===== config.mk =====
export PLATFORM = sky130hd
export DESIGN_NAME = sc_dmem_arbiter
export DESIGN_NICKNAME = d
export VERILOG_FILES = /design/src/rtl/sc_dmem_arbiter.sv
export SDC_FILE = /design/constraint.sdc
export NUM_CORES = 1
export LEC_CHECK = 0
export CAP_MARGIN = 20
export CORE_AREA = 2 2 118 120
export CTS_CLUSTER_SIZE = 14
export DETAILED_ROUTE_END_ITERATION = 8
export DIE_AREA = 0 0 120 122
export GPL_ROUTABILITY_DRIVEN = 0
export PLACE_DENSITY = 0.69
export SETUP_SLACK_MARGIN = 0.02
export SLEW_MARGIN = 25
export SYNTH_ARGS = -nofsm -noshare
export SYNTH_HDL_FRONTEND = slang
export SYNTH_SLANG_ARGS = --single-unit

===== constraint.sdc =====
create_clock -name clock -period 2.3 [get_ports clock]
set_clock_uncertainty 0.15 [all_clocks]
set_input_delay 0.46 -clock clock [delete_from_list [all_inputs] [get_ports clock]]
set_output_delay 0.46 -clock clock [all_outputs]
set_load 0.02 [all_outputs]

===== src/rtl/sc_dmem_arbiter.sv =====
// sc_dmem_arbiter: two-master (CPU/host) arbiter for a single-ported data memory with host aging and lock
//
// Ports:
//   clock, reset            rising-edge clock, synchronous active-high reset
//   cpu_*                   CPU data port: req/we/addr/wdata in, gnt (comb), rvalid/rdata out
//   host_*                  host/loader port: req/we/lock/addr/wdata in, gnt (comb), rvalid/rdata out
//   mem_addr/wdata/we       muxed memory request; mem_rdata returns one cycle after the address
//   busy                    a grant is active or a read is in flight
// Optional build macro DMEM_ARB_STATS_EN adds stats_clr input and
//   cpu_grant_cnt/host_grant_cnt/conflict_cnt 16-bit wrapping counters.
module sc_dmem_arbiter #(
  parameter int ADDR_W   = 32,
  parameter int DATA_W   = 32,
  parameter int MAX_WAIT = 4
) (
  input  logic              clock,
  input  logic              reset,
  input  logic              cpu_req,
  input  logic              cpu_we,
  input  logic [ADDR_W-1:0] cpu_addr,
  input  logic [DATA_W-1:0] cpu_wdata,
  output logic              cpu_gnt,
  output logic              cpu_rvalid,
  output logic [DATA_W-1:0] cpu_rdata,
  input  logic              host_req,
  input  logic              host_we,
  input  logic              host_lock,
  input  logic [ADDR_W-1:0] host_addr,
  input  logic [DATA_W-1:0] host_wdata,
  output logic              host_gnt,
  output logic              host_rvalid,
  output logic [DATA_W-1:0] host_rdata,
  output logic [ADDR_W-1:0] mem_addr,
  output logic [DATA_W-1:0] mem_wdata,
  output logic              mem_we,
  input  logic [DATA_W-1:0] mem_rdata,
  output logic              busy
`ifdef DMEM_ARB_STATS_EN
  ,
  input  logic              stats_clr,
  output logic [15:0]       cpu_grant_cnt,
  output logic [15:0]       host_grant_cnt,
  output logic [15:0]       conflict_cnt
`endif
);
  typedef enum logic [1:0] {IDLE, CPU_OWN, HOST_OWN, HOST_LOCKED} state_t;
  localparam logic [3:0] MW = MAX_WAIT[3:0];
  state_t state, state_d;
  logic [3:0] wait_cnt;
  logic rd_pend, rd_owner;
  logic [DATA_W-1:0] cpu_rdata_q, host_rdata_q;
  always_comb begin
    host_gnt = !reset && host_req && ((state == HOST_LOCKED) || (wait_cnt == MW) || !cpu_req);
    cpu_gnt  = !reset && cpu_req && !host_gnt;
    state_d  = cpu_gnt ? CPU_OWN : host_gnt ? (host_lock ? HOST_LOCKED : HOST_OWN) : IDLE;
  end
  assign mem_addr    = host_gnt ? host_addr : cpu_addr;
  assign mem_wdata   = host_gnt ? host_wdata : cpu_wdata;
  assign mem_we      = host_gnt ? host_we : (cpu_gnt & cpu_we);
  // a read still in flight when reset asserts is dropped without an rvalid
  assign cpu_rvalid  = rd_pend & ~rd_owner & ~reset;
  assign host_rvalid = rd_pend & rd_owner & ~reset;
  assign cpu_rdata   = reset ? '0 : cpu_rvalid ? mem_rdata : cpu_rdata_q;
  assign host_rdata  = reset ? '0 : host_rvalid ? mem_rdata : host_rdata_q;
  assign busy        = cpu_gnt | host_gnt | (rd_pend & ~reset);
  always_ff @(posedge clock) begin
    if (reset) begin
      state        <= IDLE;
      wait_cnt     <= '0;
      rd_pend      <= 1'b0;
      rd_owner     <= 1'b0;
      cpu_rdata_q  <= '0;
      host_rdata_q <= '0;
    end else begin
      state        <= state_d;
      wait_cnt     <= (!host_req || host_gnt) ? 4'd0 : (wait_cnt == MW) ? wait_cnt : wait_cnt + 4'd1;
      rd_pend      <= (cpu_gnt & ~cpu_we) | (host_gnt & ~host_we);
      rd_owner     <= host_gnt;
      cpu_rdata_q  <= cpu_rvalid ? mem_rdata : cpu_rdata_q;
      host_rdata_q <= host_rvalid ? mem_rdata : host_rdata_q;
    end
  end
`ifdef DMEM_ARB_STATS_EN
  always_ff @(posedge clock) begin
    if (reset || stats_clr) begin
      cpu_grant_cnt  <= '0;
      host_grant_cnt <= '0;
      conflict_cnt   <= '0;
    end else begin
      cpu_grant_cnt  <= cpu_grant_cnt + {15'd0, cpu_gnt};
      host_grant_cnt <= host_grant_cnt + {15'd0, host_gnt};
      conflict_cnt   <= conflict_cnt + {15'd0, cpu_req & host_req};
    end
  end
`endif
endmodule


Word-level counts from Yosys, hierarchy flattened
Index checks and enable logic that the tools add are counted.
- register bits: 72
- latch bits: 0
- memory bits (writable): 0
- bits in read-only memories: 0
- logic and storage cells: 49
- memories kept: 0
- add/subtract/negate cells: 1
- multipliers: 0
- divide/modulo/power cells: 0
- $lt $le $gt $ge: 0
- eq/ne operators: 2
- shift-type cells: 0
- multiplexer cells: 10
- bitwise gates (word level): 16
- reductions and logical operators: 13
- operator list (cell ; count):
    $mux 32 ; 6
    $and 1x1->1 ; 8
    $not 1->1 ; 5
    $add 4x1->4 const B ; 1
    $eq 4x3->1 const B ; 1
    $logic_and 1x1->1 ; 4
    $logic_not 1->1 ; 4
    $mux 1 ; 4
    $logic_or 1x1->1 ; 3
    $or 1x1->1 ; 3
    $reduce_or 3->1 ; 1
    $eq 2x2->1 const B ; 1
    $reduce_or 2->1 ; 1

Logic depth before layout (Yosys ltp)
- word-level depth: 8
- depth in mapped cells: 7
- gate-level depth less buffers: 5

Worst setup path before layout
Ideal clock, no wire load.
- kind: reg2out
- start: reg wait_cnt[0]
- end: out mem_wdata[24]
- arrival time: 1.506 ns
- required time: 1.690 ns
- slack: 0.184 ns
- cell stages (with the launch flop): 8
- buffers on the path: 2
- cell sequence: dfxtp_1 > inv_1 > ha_1 > nand3b_4 > a21oi_4 > buf_6 > buf_8 > mux2_4
- cells in the longest elaborated chain, start to end: 5
- RTL lines (element ; RTL line ; RTL):
    from (decl) ; 49 ; logic [3:0] wait_cnt;
    from (signal assigned) ; 76 ; wait_cnt <= (!host_req || host_gnt) ? 4'd0 : (wait_cnt == MW) ? wait_cnt : wait_cnt + 4'd1;
    $eq 4x3->1 ; 53 ; host_gnt = !reset && host_req && ((state == HOST_LOCKED) || (wait_cnt == MW) || !cpu_req);
    $logic_or 1x1->1 (2 in a row) ; 53 ;
    $logic_and 1x1->1 ; 53 ;
    named net host_gnt ; 30 ; output logic host_gnt,
    $mux 32 ; 58 ; assign mem_wdata = host_gnt ? host_wdata : cpu_wdata;
    to (decl) ; 34 ; output logic [DATA_W-1:0] mem_wdata,
The timed path passes the listed nets, and every way through them passes these cells.

Worst setup path after layout
- start: reg wait_cnt[0]
- end: out mem_wdata[18]
- cells in the longest elaborated chain, start to end: 5
- RTL lines (element ; RTL line):
    $eq 4x3->1 ; 53
    $logic_or 1x1->1 (2 in a row) ; 53
    $logic_and 1x1->1 ; 53
    $mux 32 ; 58
No other way between the ends.

==> metrics.md <==
| Metric | Value |
|---|---|
| DR pass1 iterations | `4` |
| Final hold violations | `0` |
| Post-Syn Area | `3600 um^2` |
| Outcome | `complete, but fails checks` |
| Syn Nets | `559` |
| Die area | `14600 um^2` |
| Grt ovf | `0` |
| Worst reg2reg path depth | `8` |
| Setup TNS | `-18.06 ns` |
| Synth top area share | `40.0%` |
| Crit start category | `flip-flop` |
| Final setup viols | `67` |
| IO buf count | `300` |
| Vias in the first global route | `4252` |
| Initial antenna violation count | `2` |
| Synthesis-to-finish area growth | `121%` |
| Reg clk slew, reported paths | `0.06 ns` |
| Initial Util | `26.7%` |
| Crit path DAT | `2.01 ns` |
| Multi-input logic area | `2240 um^2` |
| Relative slew margins | `78.9%` |
| Die H | `122 um` |
| Synth top area cells | `dfxtp_1, mux2_2, nand2_1, mux2_4, nand3b_1` |
| Leak | `3.58 nW` |
| Final core occ | `59.0%` |
| Crit-path max FO | `5` |
| CP startpoint | `wait_cnt[0]` |
| Worst reg2reg endpoint | `state[0]` |
| CTS H-tree lvls | `3` |
| Hold depth | `2` |
| Vias per Instance | `4.47` |
| Hold endpoint | `host_rdata_q[30]` |
| Clock Path Buffers | `2` |
| Wire per inst | `18.1 um` |
| Top-Level Pins | `301` |
| # DRC | `0` |
| Crit end category | `output pin` |
| Failing checks | `negative setup slack` |
| Worst min-delay path class | `reg -> reg` |
| Max Slew Vio Count | `0` |
| Avg Cell Area, Syn | `9.23 um^2` |
| Worst reg2reg path startpoint | `wait_cnt[0]` |
| DR iter-0 viols | `190` |
| Fin crit share | `114%` |
| Clock Root Buffer | `clkbuf_16` |
| Synth area leader | `dfxtp_1` |
| Clock Sinks | `72` |
| CTS tree | `done` |
| Register Area | `1450 um^2` |
| Most common cell after layout, fill and taps aside | `clkdlybuf4s50_1` |
| CP required | `1.69 ns` |
| Peak supply drop | `0.304 mV` |
| Post-synthesis sequential area ratio | `40.0%` |
| FF+latch count, synth | `72` |
| Achievable frequency | `0.382 GHz` |
| Clock latency on the worst-skew pair | `0.32 ns` |
| Nets | `904` |
| Ys Warns | `0` |
| Final total power | `0.00394 W` |
| Synth cell types | `27` |
| Commonest non-fill, non-tap cells in the layout | `clkdlybuf4s50_1, buf_6, nand2_1, dfxtp_1, mux2_4` |
| Worst hold margin | `0.321 ns` |
| CTS Buf Count | `9` |
| RSZ-0062 raised after global routing | `true` |
| Worst Slack Setup Final | `-0.318 ns` |
| First-pass GRT wire length | `23500 um` |
| Hold_buf cts | `0` |
| Row cnt | `43` |
| Routed Antenna Nets | `0` |
| Worst-margin pin slew | `0.317 ns` |
| Share of layout cells above drive strength 1 | `41.1%` |
| DR vias | `4118` |
| Pwr dens | `494 nW/um^2` |
| Setup CP Type | `reg -> out` |
| Die Wd | `120 um` |
| Flop2flop setup slack | `0.68 ns` |
| Largest net degree at the start of global routing | `39` |
| GRT Util Overall | `21.3%` |
| Max-capacitance violation count | `0` |
| Tmin final | `2.62 ns` |
| Cell count after synthesis | `390` |
| Detail Placement HPWL | `12100 um` |
| Hold path startpoint | `host_rdata_q[30]` |
| Routed WL | `16700 um` |
| FILL cells | `1166` |
| Core area | `13500 um^2` |
## sequential cells by signal, indices dropped and copies added (netlist names)
signal and flops:
state 2, wait_cnt 4, rd_owner 1, cpu_rdata_q 32, host_rdata_q 32, rd_pend 1
## how the worst max path moves through the flow
stage | to | depth (start not counted) | slack, ns
after floorplan | mem_wdata[24] | 7 | 0.18
after global placement | mem_addr[9] | 6 | -0.78
after detailed placement | mem_addr[9] | 6 | -0.80
after CTS | mem_wdata[18] | 9 | -0.33
after global routing | mem_wdata[18] | 9 | -0.39
final | mem_wdata[18] | 9 | -0.32
## area by class of cell
| class | count | area share, % |
|---|---|---|
| diodes | 1 | 0.0314 |
| clock inverters | 6 | 1.13 |
| well taps | 180 | 2.83 |
| repair buffers | 361 | 46.6 |
| clock buffers | 10 | 3.00 |
| flip-flops and latches | 72 | 18.1 |
| inverters | 6 | 0.283 |
| multi-input cells | 285 | 28.0 |
## cell usage after synthesis, drive strengths merged
cell type	n
nand2b	34
nand3b	35
buf	15
nor3	1
clkbuf	12
xnor2	1
o21ai	32
nand3	1
mux2i	1
nand2	96
a21boi	2
inv	6
nor2	9
xor2	1
nor3b	1
a21oi	3
ha	2
mux2	66
dfxtp	72
## through the flow
stage	cell area [um^2]	setup slack [ns]	std cells
global route	7970	-0.395	921
global placement	6990	-0.778	880
CTS	7620	-0.327	916
finish	7970	-0.318	921
detailed placement	6990	-0.800	880
floorplan	3600	0.184	390
## worst max-delay path, stage by stage, from the launching register on
cell and delay [ns]:
dfxtp_2 0.33, inv_2 0.08, ha_4 0.14, nand3b_4 0.09, a21oi_4 0.16, buf_6 0.14, buf_12 0.13, buf_16 0.12
mux2_4 0.34, buf_6 0.15
## logic make-up after synthesis
logic type,after synthesis,synth area share (%)
simple gates,177,25.2
flops,72,40.0
mux,67,22.7
compound gates,37,5.91
buf+inv,33,4.97
xor+xnor,2,0.487
fa+ha+maj,2,0.695
## routing by layer
metal  track usage [%]  share of wire [%]
met1              22.8                 37
met2              37.4                 50
met3              9.60                 10
met4              6.76                2.3
met5                 0              0.078
## power by group
part           internal, W  switching, W
sequential         0.00128     0.0000119
combinational     0.000680      0.000447
clock             0.000982      0.000532
total              0.00295      0.000991
## timing repair
item,CTS,global route
cloned,7,5
setup buffers,13,3
resized for setup,683,168
pin swaps,5,5
endpoints found under the setup margin,133,132
endpoints found under the hold margin,0,0
(Power assumes the default switching activity.)
